==> src/rtl/rice_pkg.sv <==
// Shared helpers for the Rice residual encoder: zig-zag map, parameter
// clamp and code-length formula. Functions work on wide operands so the
// callers can stay parametrised on their own sample width.
package rice_pkg;

  localparam int FN_W = 64;

  // Signed-to-unsigned zig-zag: 0,-1,1,-2,2 ... -> 0,1,2,3,4 ...
  // The result is masked back to w bits so the full signed range maps exactly.
  function automatic logic [FN_W-1:0] zigzag(input logic [FN_W-1:0] s, input int w);
    logic [FN_W-1:0] mask;
    logic [FN_W-1:0] sign_fill;
    mask      = (FN_W'(1) << w) - FN_W'(1);
    sign_fill = s[w-1] ? '1 : '0;
    return ((s << 1) ^ sign_fill) & mask;
  endfunction

  // A remainder wider than the sample makes no sense; cap k at w-1.
  function automatic int clamp_k(input int k, input int w);
    return (k > w - 1) ? (w - 1) : k;
  endfunction

  // Escape codes are ESC_LIMIT zeros plus w raw bits with no terminating 1.
  function automatic int code_len(input int q, input int k, input logic esc,
                                  input int esc_limit, input int w);
    return esc ? (esc_limit + w) : (q + 1 + k);
  endfunction

endpackage

==> src/rtl/rice_part_accum.sv <==
// Per-partition bit counter: sums code lengths of transferred beats and
// publishes the total when the beat flagged last leaves the encoder.
module rice_part_accum #(
  parameter int LW    = 6,
  parameter int ACC_W = 24
) (
  input  logic             clk,
  input  logic             rst,
  input  logic             fire,
  input  logic [LW-1:0]    len,
  input  logic             last,
  output logic [ACC_W-1:0] part_bits,
  output logic             part_valid
);

  logic [ACC_W-1:0] acc;
  logic [ACC_W-1:0] sum;

  // Running total including the beat currently transferring.
  always_comb begin
    sum = acc + ACC_W'(len);
  end

  // Accumulate, and on the partition's last beat publish and restart from zero.
  always_ff @(posedge clk) begin
    if (rst) begin
      acc        <= '0;
      part_bits  <= '0;
      part_valid <= 1'b0;
    end else begin
      part_valid <= 1'b0;
      if (fire) begin
        if (last) begin
          part_bits  <= sum;
          part_valid <= 1'b1;
          acc        <= '0;
        end else begin
          acc <= sum;
        end
      end
    end
  end

endmodule

==> src/rtl/rice_encoder_pipe.sv <==
// Three-stage back-pressurable Rice encoder: S0 registers the residual,
// S1 zig-zag maps it, S2 splits by k (or escapes) and drives the output.
// Every stage advances when empty or when the stage after it drains, so
// bubbles collapse and a full pipe stalls only when the output stalls.
module rice_encoder_pipe
  import rice_pkg::*;
#(
  parameter  int SAMPLE_W  = 16,
  parameter  int PARAM_W   = 4,
  parameter  int ESC_LIMIT = 32,
  parameter  int ACC_W     = 24,
  localparam int QW        = $clog2(ESC_LIMIT + 1),
  localparam int LW        = $clog2(ESC_LIMIT + SAMPLE_W + 1)
) (
  input  logic                       iClock,
  input  logic                       iReset,
  input  logic                       iValid,
  output logic                       oReady,
  input  logic signed [SAMPLE_W-1:0] iSample,
  input  logic        [PARAM_W-1:0]  iRiceParam,
  input  logic                       iLast,
  output logic                       oValid,
  input  logic                       iReady,
  output logic        [QW-1:0]       oMSB,
  output logic        [SAMPLE_W-1:0] oLSB,
  output logic                       oEscape,
  output logic        [LW-1:0]       oCodeLen,
  output logic                       oLast,
  output logic        [ACC_W-1:0]    oPartBits,
  output logic                       oPartValid
);

  logic                       v0, v1;
  logic signed [SAMPLE_W-1:0] s0;
  logic        [PARAM_W-1:0]  k0, k1;
  logic                       last0, last1;
  logic        [SAMPLE_W-1:0] u1;

  logic ld1, ld2, mv0, mv1, xfer;

  logic [FN_W-1:0]     zz;
  logic [SAMPLE_W-1:0] q_c, marker_c, lsb_c;
  logic                esc_c;
  logic [QW-1:0]       msb_c;
  logic [LW-1:0]       len_c;

  // Handshake chain: a stage loads when empty or when its successor moves.
  always_comb begin
    ld2    = !oValid || iReady;
    mv1    = v1 && ld2;
    ld1    = !v1 || mv1;
    mv0    = v0 && ld1;
    oReady = !v0 || mv0;
    xfer   = oValid && iReady;
  end

  // Stage 0: capture the residual, its last flag and the clamped parameter.
  always_ff @(posedge iClock) begin
    if (iReset) begin
      v0    <= 1'b0;
      s0    <= '0;
      k0    <= '0;
      last0 <= 1'b0;
    end else if (oReady) begin
      v0 <= iValid;
      if (iValid) begin
        s0    <= iSample;
        k0    <= PARAM_W'(clamp_k(int'(iRiceParam), SAMPLE_W));
        last0 <= iLast;
      end
    end
  end

  // Zig-zag map of the stage-0 residual.
  always_comb begin
    zz = zigzag(FN_W'(s0), SAMPLE_W);
  end

  // Stage 1: hold the unsigned mapped value.
  always_ff @(posedge iClock) begin
    if (iReset) begin
      v1    <= 1'b0;
      u1    <= '0;
      k1    <= '0;
      last1 <= 1'b0;
    end else if (ld1) begin
      v1 <= v0;
      if (v0) begin
        u1    <= zz[SAMPLE_W-1:0];
        k1    <= k0;
        last1 <= last0;
      end
    end
  end

  // Quotient/remainder split with escape for oversized quotients.
  always_comb begin
    q_c      = u1 >> k1;
    esc_c    = (32'(q_c) >= 32'(ESC_LIMIT));
    marker_c = SAMPLE_W'(1) << k1;
    lsb_c    = esc_c ? u1 : (marker_c | (u1 & (marker_c - SAMPLE_W'(1))));
    msb_c    = esc_c ? QW'(ESC_LIMIT) : QW'(q_c);
    len_c    = LW'(code_len(32'(q_c), 32'(k1), esc_c, ESC_LIMIT, SAMPLE_W));
  end

  // Stage 2: output register, frozen while the packer stalls.
  always_ff @(posedge iClock) begin
    if (iReset) begin
      oValid   <= 1'b0;
      oMSB     <= '0;
      oLSB     <= '0;
      oEscape  <= 1'b0;
      oCodeLen <= '0;
      oLast    <= 1'b0;
    end else if (ld2) begin
      oValid <= v1;
      if (v1) begin
        oMSB     <= msb_c;
        oLSB     <= lsb_c;
        oEscape  <= esc_c;
        oCodeLen <= len_c;
        oLast    <= last1;
      end
    end
  end

  rice_part_accum #(
    .LW    (LW),
    .ACC_W (ACC_W)
  ) u_part_accum (
    .clk        (iClock),
    .rst        (iReset),
    .fire       (xfer),
    .len        (oCodeLen),
    .last       (oLast),
    .part_bits  (oPartBits),
    .part_valid (oPartValid)
  );

endmodule
==> config.mk <==
export PLATFORM = sky130hd
export DESIGN_NAME = rice_encoder_pipe
export DESIGN_NICKNAME = d
export VERILOG_FILES = /design/src/rtl/rice_pkg.sv /design/src/rtl/rice_part_accum.sv /design/src/rtl/rice_encoder_pipe.sv
export SDC_FILE = /design/constraint.sdc
export NUM_CORES = 1
export LEC_CHECK = 0
export ABC_AREA = 1
export CAP_MARGIN = 20
export CELL_PAD_IN_SITES_DETAIL_PLACEMENT = 0
export CELL_PAD_IN_SITES_GLOBAL_PLACEMENT = 1
export CORE_AREA = 2 2 129 131
export DETAILED_ROUTE_END_ITERATION = 10
export DIE_AREA = 0 0 131 133
export PLACE_DENSITY = 0.9
export SKIP_CTS_REPAIR_TIMING = 1
export SYNTH_ARGS = -nofsm -noshare
export SYNTH_HDL_FRONTEND = slang
export SYNTH_HIERARCHICAL = 1
export SYNTH_SLANG_ARGS = --single-unit
==> constraint.sdc <==
create_clock -name iClock -period 4.7 [get_ports iClock]
set_input_delay 0.94 -clock iClock [delete_from_list [all_inputs] [get_ports iClock]]
set_output_delay 0.94 -clock iClock [all_outputs]
set_load 0.01 [all_outputs]
======== Word-level counts from Yosys, hierarchy flattened ========
Index checks and enable logic that the tools add are counted.
word-level totals
  input port bits ......................... 25
  word-level logic and storage cells ...... 48
  output and inout port bits .............. 57
  register bits after elaboration ......... 124
cells by class
  reductions and logical operators ........ 14
  shifts and indexed selects .............. 2
  mux-type cells .......................... 6
  add/sub/neg operators ................... 4
  $lt $le $gt $ge ......................... 1
  bitwise gates (word level) .............. 4
operators with widths
  cell                   count
  $mux 16                2
  $add 24x6->24          1
  $mux 24                1
  $and 16x16->16         1
  $ge 16x6->1 const B    1
  $or 16x16->16          1
  $shl 1x4->16 const A   1
  $shr 16x4->16          1
  $sub 16x1->16 const B  1
  $xor 16x16->16         1
  $mux 6                 2
  $reduce_and 2->1       4
  $add 6x1->6 const B    1
  $add 6x4->6            1
  $logic_and 1x1->1      3
  $logic_not 1->1        3
  $logic_or 1x1->1       3
  $reduce_or 2->1        1
  $mux 1                 1
  $not 1->1              1

======== Logic depth before layout (Yosys ltp) ========
Gate-level depths: netlist of the first run.
  word-level depth ........................ 7
  gate-level depth with buffers ........... 18
  mapped depth without buffers ............ 18

======== By module ========
The synthesis of the first run kept the hierarchy.
by module, submodules not included
  module             cells an instance  area each (um2)  instances  sequential area each (um2)
  rice_encoder_pipe  609                4083.9           1          1501.4
  rice_part_accum    410                2692.6           1          980.9

======== Least setup slack after synthesis of the first run ========
OpenSTA, ideal clock, no wires.
  kind .................................... register to register
  from .................................... register k1[1]
  to ...................................... register oCodeLen[5]
  data required time ...................... 4.585 ns
  setup time .............................. 0.115 ns
  data arrival time ....................... 2.247 ns
  path slack .............................. 2.338 ns
  clock period less this slack ............ 2.362 ns
  buffers on the path ..................... 2
  stages on the path, launching flop included .. 19
  cell sequence ........................... dfxtp_1 > buf_4 > inv_4 > buf_4 > nand2_1 > inv_1 > a22oi_1 > o22ai_1 > a31oi_1 > nand2_1 > ha_1 > nand2_1 > o21ai_0 > nand2_1 > nand2_1 > nand2_1 > xnor2_1 > o21ai_0 > inv_1
on the way
  word-level cells in the longest chain between the ends .. 4
  elaborated cells on any way between the ends .. 5
  classes of those cells .................. 2 x add/sub; 1 x order compare; 1 x shift; 1 x mux
RTL lines
  element                 line                      text
  start, declared         rice_encoder_pipe.sv:35   logic [PARAM_W-1:0] k0, k1;
  start signal, assigned  rice_encoder_pipe.sv:90   k1 <= k0;
  $shr 16x4->16           rice_encoder_pipe.sv:98   q_c = u1 >> k1;
  $add 6x1->6             rice_pkg.sv:26            return esc ? (esc_limit + w) : (q + 1 + k);
  $add 6x4->6             rice_pkg.sv:26
  $mux 6 (*)              rice_pkg.sv:26
  end signal, assigned    rice_encoder_pipe.sv:121  oCodeLen <= len_c;
  end, declared           rice_encoder_pipe.sv:27   output logic [LW-1:0] oCodeLen,
Mark *: on every way between the ends. The rest lies on a longest branch, timed or not.
A chain may end at the register's enable or synchronous reset.

======== Final worst setup path of the first run ========
  from .................................... input port iReady
  to ...................................... output port oReady
on the way
  word-level cells in the longest chain between the ends .. 5
RTL lines
  element            line                     text
  start, declared    rice_encoder_pipe.sv:23  input logic iReady,
  $logic_or 1x1->1   rice_encoder_pipe.sv:49  ld2 = !oValid || iReady;
  $logic_and 1x1->1  rice_encoder_pipe.sv:50  mv1 = v1 && ld2;
  $logic_or 1x1->1   rice_encoder_pipe.sv:51  ld1 = !v1 || mv1;
  $logic_and 1x1->1  rice_encoder_pipe.sv:52  mv0 = v0 && ld1;
  $logic_or 1x1->1   rice_encoder_pipe.sv:53  oReady = !v0 || mv0;
  end, declared      rice_encoder_pipe.sv:18  output logic oReady,
Every way passes these cells.

==> results_dict.tcl, run 1 <==
set metrics [dict create \
    ctsLongestPathBuffers 2 \
    power.density_nw_per_um2 345 \
    cpPeakStageDelay_ns 0.50 \
    grt_pass1_vias 6007 \
    hold_path.class "flop to flop" \
    critPathLaunchType "input port" \
    antenna_found_initial 0 \
    status "finished clean" \
    wl_um 18300 \
    seq_area_frac_synth_pct 36.6 \
    clk_latency_ns 0.41 \
    grt_usage_pct 21.9 \
    portBuffers 81 \
    ys_top_cells_by_area "dfxtp_1, nand2_1, nor2_1, o21ai_0, nand3_1" \
    core-area_um2 16200 \
    min_period_over_period_pct 69.4 \
    initial_core_util_pct 41.9 \
    diodes 0 \
    crit_family "buffers and inverters" \
    cp-end-kind "primary output" \
    synth_warnings 6 \
    slew_headroom_pct 35.8 \
    leakage_uw 0.00353 \
    io_pins 82 \
    vias_per_cell 5.02 \
    clock_skew_ns 0.00727 \
    die_w_um 131 \
    crit_required_ns 3.76 \
    path_max_fanout 3 \
    cap_viol_max_count 0 \
    cts_tree "built" \
    ir_drop_uv 303 \
    synthCells 1019 \
    num_vias 6549 \
    syn_area_um2 6780 \
    synth_cell_type_count 48 \
    hold_violations 0 \
    setup_viol 0 \
    syn_nets 1057 \
    ys.flop_type "dfxtp_1" \
    die_h_um 133 \
    tns_ns 0 \
    crit_chain "clkdlybuf4s50_1, inv_1, nand2_1, nor2_1, nand2_1, clkdlybuf4s50_1" \
    drc 0 \
    num_rows 47 \
    slew_viol_final 0 \
    slowest_stage "clkdlybuf4s50_1" \
    post-synth-top-count-cell "nand2_1" \
    cts-root-buf "clkbuf_16" \
    synth_top_area_share_pct 36.6 \
    critPathBufInv 3 \
    avgSynthCellArea_um2 6.65 \
    fmax_mhz 307 \
    dp_hpwl_um 13300 \
    grt_max_degree 48 \
    cts_made_buffers 17 \
    clkTransAtPathRegs_ns 0.05 \
    grt_pass1_wl_um 30000 \
    clock_sinks 124 \
    detail-route-antenna-nets 0 \
    synth_largest_area_cell "dfxtp_1" \
    die_area_um2 17400 \
    rsz0062_at_grt "no" \
    synth-edff-count 0 \
    nNetsFinal 1109 \
    gr-total-overflow 0 \
    synth_seq_cells 124 \
    wl_per_cell_um 14.0 \
    holdWs_ns 0.465 \
    worstSetupPathType "input port to primary output" \
    cp.arrival_ns 2.32 \
    worst-slew-pin-transition_ns 0.962 \
    ys_async_sr_fraction_pct 0 \
    area_growth_pct 22.4 \
    ys_top_cells_by_count "nand2_1, nor2_1, dfxtp_1, inv_1, o21ai_0" \
    drtPass1Iterations 5 \
    drtIter0Drc 539 \
    drive_gt1_share_pct 7.47 \
    globalplace.congestion 0.926 \
    fin_crit_ns 3.26 \
    htreeDepth 4 \
]
## worst min-delay path: cells and delay by family (launching register included)
family	cells	cell delay, ns
flops	1	0.31
simple gates	1	0.06
compound gates	1	0.05
## through the flow
stage	std cells	utilization, %	power [uW]	area (um^2)	setup slack (ns)
5_1_grt	1304	51.3	2980	8300	1.11
6_report	1304	51.3	2860	8300	1.44
3_3_place_gp	1271	47.2	1520	7640	1.36
3_5_place_dp	1271	47.2	1520	7640	1.29
2_1_floorplan	1019	-	1410	6780	2.34
4_1_cts	1303	51.1	2880	8270	1.43
## where the power goes
part / leakage [uW] / switching [uW] / total [uW] / internal (uW)
clock: 0.000304 / 463 / 1360 / 902
sequential: 0.00101 / 48.8 / 1140 / 1090
combinational: 0.00221 / 223 / 360 / 137
total: 0.00353 / 735 / 2860 / 2130
## logic make-up after synthesis
group | synth area share, %
xor+xnor | 3.23
flops | 36.6
compound gates | 14.7
buf+inv | 8.94
fa+ha+maj | 2.62
simple gates | 33.9
## placed cells by master, fill, tap and decap left out, drive strengths merged, types with 2 or more instances in the layout
cell type | synthesis | layout
clkdlybuf4s50 | 0 | 80
o221ai | 2 | 2
xnor2 | 9 | 9
nand3b | 7 | 7
xor2 | 16 | 16
nand3 | 81 | 81
nand4 | 7 | 7
nor3 | 7 | 7
dfxtp | 124 | 124
clkinv | 0 | 4
a22oi | 3 | 3
clkinvlp | 0 | 3
o21ai | 83 | 83
bufinv | 0 | 3
a21oi | 68 | 68
or2 | 2 | 2
nand2 | 263 | 263
clkbuf | 33 | 22
fa | 2 | 2
buf | 20 | 6
nor2 | 165 | 165
ha | 11 | 11
a211oi | 6 | 6
inv | 94 | 94
o211ai | 4 | 4
## final cells by class
class                      instances  area [um^2]
fill                            1642         7880
inverter                          94          355
clock inverter                    10          136
sequential                       124         2480
clock buffer                      22          494
timing repair buffer              86          863
tap                              220          275
multi-input combinational        748         3690
## state kept, by name (all words and copies together), names as in the netlist, 6 cells and up
register                flops
u_part_accum/part_bits     24
s0                         16
oLSB                       16
oMSB                        6
u_part_accum/acc           24
oCodeLen                    6
u1                         16
## layer usage
layer | GRT usage, % | vias to the layer above | routed length [um]
li1 | - | 3387 | -
met1 | 31.5 | 2954 | 9020
met2 | 32.8 | 182 | 7860
met3 | 4.00 | 26 | 1040
met4 | 7.80 | 0 | 348
met5 | 0 | - | 0
## path summary, 6_finish.rpt
path	end	from	cells past startpoint	slack, ns
setup / recovery	oReady	iReady	6	1.44
hold / removal	oMSB[4]	oMSB[4]	2	0.47
setup reg to reg	oCodeLen[5]	k1[1]	16	1.46
hold reg to reg	oMSB[4]	oMSB[4]	2	0.47
Power figures use the tool's default switching activity.
==> run 2: changes to the inputs <==
- CORE_AREA: 2 2 129 131 -> 2 2 134 136
- DIE_AREA: 0 0 131 133 -> 0 0 136 138
- PLACE_DENSITY: 0.9 -> 0.85
- clock period: 4.7 -> 3.14 ns (I/O delays scaled with it)
==> run 2 against run 1 <==
Compared with the run above:
- wire length increased by 7.5%
- register-to-register slack got worse by 1.1 ns
- clock-buffer cell count decreased by 2
- critical endpoint is now oCodeLen[5]
- first-iteration DRC count shrank 5.2%
- clock skew rose by 0.0017 ns
- core utilization down 3.3 points
- die area up 7.7%
==> results_dict.tcl, run 2 (synthesis results as in run 1) <==
set metrics [dict create \
    drtIter0Drc 511 \
    hold_violations 0 \
    setup_slack_ns 0.366 \
    fin_util_pct 48.0 \
    final_cell_mix "nand2_1, nor2_1, dfxtp_1, inv_1, clkdlybuf4s50_1" \
    worstSetupPathType "flop to flop" \
    cp-end-kind "flop" \
    detail-route-antenna-nets 0 \
    grt_pass1_wl_um 31700 \
    portBuffers 81 \
    top_regs "u_part_accum/acc (24), u_part_accum/part_bits (24)" \
    path_max_fanout 19 \
    num_rows 49 \
    num_vias 6635 \
    io_pins 82 \
    wl_um 19600 \
    cap_viol_max_count 0 \
    design_area_um2 8410 \
    core-area_um2 17500 \
    nNetsFinal 1130 \
    drive_gt1_share_pct 9.23 \
    area_growth_pct 24.1 \
    die_w_um 136 \
    min_period_over_period_pct 88.3 \
    rsz0062_at_grt "no" \
    setup_viol 0 \
    ir_drop_uv 409 \
    worst-slew-pin-transition_ns 0.853 \
    vias_per_cell 4.97 \
    die_h_um 138 \
    drtPass1Iterations 5 \
    dpl-instance-area_um2 7830 \
    status "finished clean" \
    hold_path.class "flop to flop" \
    fillerInstances 1868 \
    clkTransAtPathRegs_ns 0.06 \
    grt_usage_pct 21.5 \
    globalplace.congestion 0.990 \
    dpl_worst_slack_ns 0.467 \
    power.density_nw_per_um2 498 \
    diodes 0 \
    fin_crit_ns 2.77 \
    ctsLongestPathBuffers 2 \
    clock_skew_ns 0.00898 \
    die_area_um2 18800 \
    layout_commonest_cell "nand2_1" \
    cts_made_buffers 17 \
    crit_required_ns 3.44 \
    fmax_mhz 360 \
    slew_headroom_pct 43.0 \
    slew_viol_final 0 \
    htreeDepth 4 \
    gr-total-overflow 0 \
    cp.arrival_ns 3.08 \
    cts-root-buf "clkbuf_16" \
    drc 0 \
    grt_max_degree 39 \
    dp_hpwl_um 14500 \
    critPathLaunchType "flop" \
    clk_latency_ns 0.42 \
    tns_ns 0 \
    cts_tree "built" \
    leakage_uw 0.00360 \
    clock_sinks 124 \
    grt_pass1_vias 5910 \
    wl_per_cell_um 14.7 \
    initial_core_util_pct 38.6 \
    antenna_found_initial 0 \
]
-- run 2: cell types whose count changed in the layout (fill, tap and decap cells not counted) --
cell / delta
bufinv_16: -2
clkinvlp_4: +1
clkinv_4: -1
buf_4: +21
clkbuf_8: -2
inv_6: +4
-- run 2: report_power, final --
part / internal [uW] / total, uW / switching [uW]
clock: 1150 / 1900 / 745
sequential: 1630 / 1690 / 55.5
combinational: 225 / 599 / 374
total: 3010 / 4190 / 1180
-- run 2: metal layers --
metal	share of wire [%]	track usage, %	routed length [um]
met2	45	32.5	8800
met4	1.9	8.28	372
met1	48	30.5	9470
met3	5.1	3.78	996
met5	0	0	0
-- run 2: worst paths after layout --
kind,start,to,slack [ns],cells after the start
min reg2reg,oMSB[4],oMSB[4],0.47,2
min,oMSB[4],oMSB[4],0.47,2
max reg2reg,k1[1],oCodeLen[5],0.37,16
max,k1[1],oCodeLen[5],0.37,16
-- run 2: critical path, cell delays in order, from the launching register on --
cell,delay (ns)
dfxtp_1,0.49
inv_4,0.17
nand2_1,0.14
inv_1,0.07
a22oi_1,0.22
o22ai_1,0.10
a31oi_1,0.15
nand2_1,0.12
ha_1,0.29
nand2_1,0.05
o21ai_0,0.21
nand2_1,0.12
nand2_1,0.07
nand2_1,0.06
xnor2_1,0.15
o21ai_0,0.18
inv_1,0.06
-- run 2: metrics by stage --
stage / std cells / power, uW / hold slack [ns]
after CTS: 1334 / 4230 / 0.469
after detailed placement: 1302 / 2320 / 0.461
after floorplan: 1019 / 2110 / 0.444
after global routing: 1334 / 4370 / 0.482
final: 1334 / 4190 / 0.466
after global placement: 1301 / 2320 / 0.454
-- run 2: final cells by class --
| type | count | area (um^2) | area share [%] |
|---|---|---|---|
| clock buffer | 20 | 467 | 5.55 |
| clock inverter | 12 | 110 | 1.31 |
| inverter | 94 | 355 | 4.22 |
| multi-input combinational | 748 | 3690 | 43.9 |
| sequential | 124 | 2480 | 29.5 |
| tap | 229 | 287 | 3.41 |
| timing repair buffer | 107 | 1020 | 12.1 |
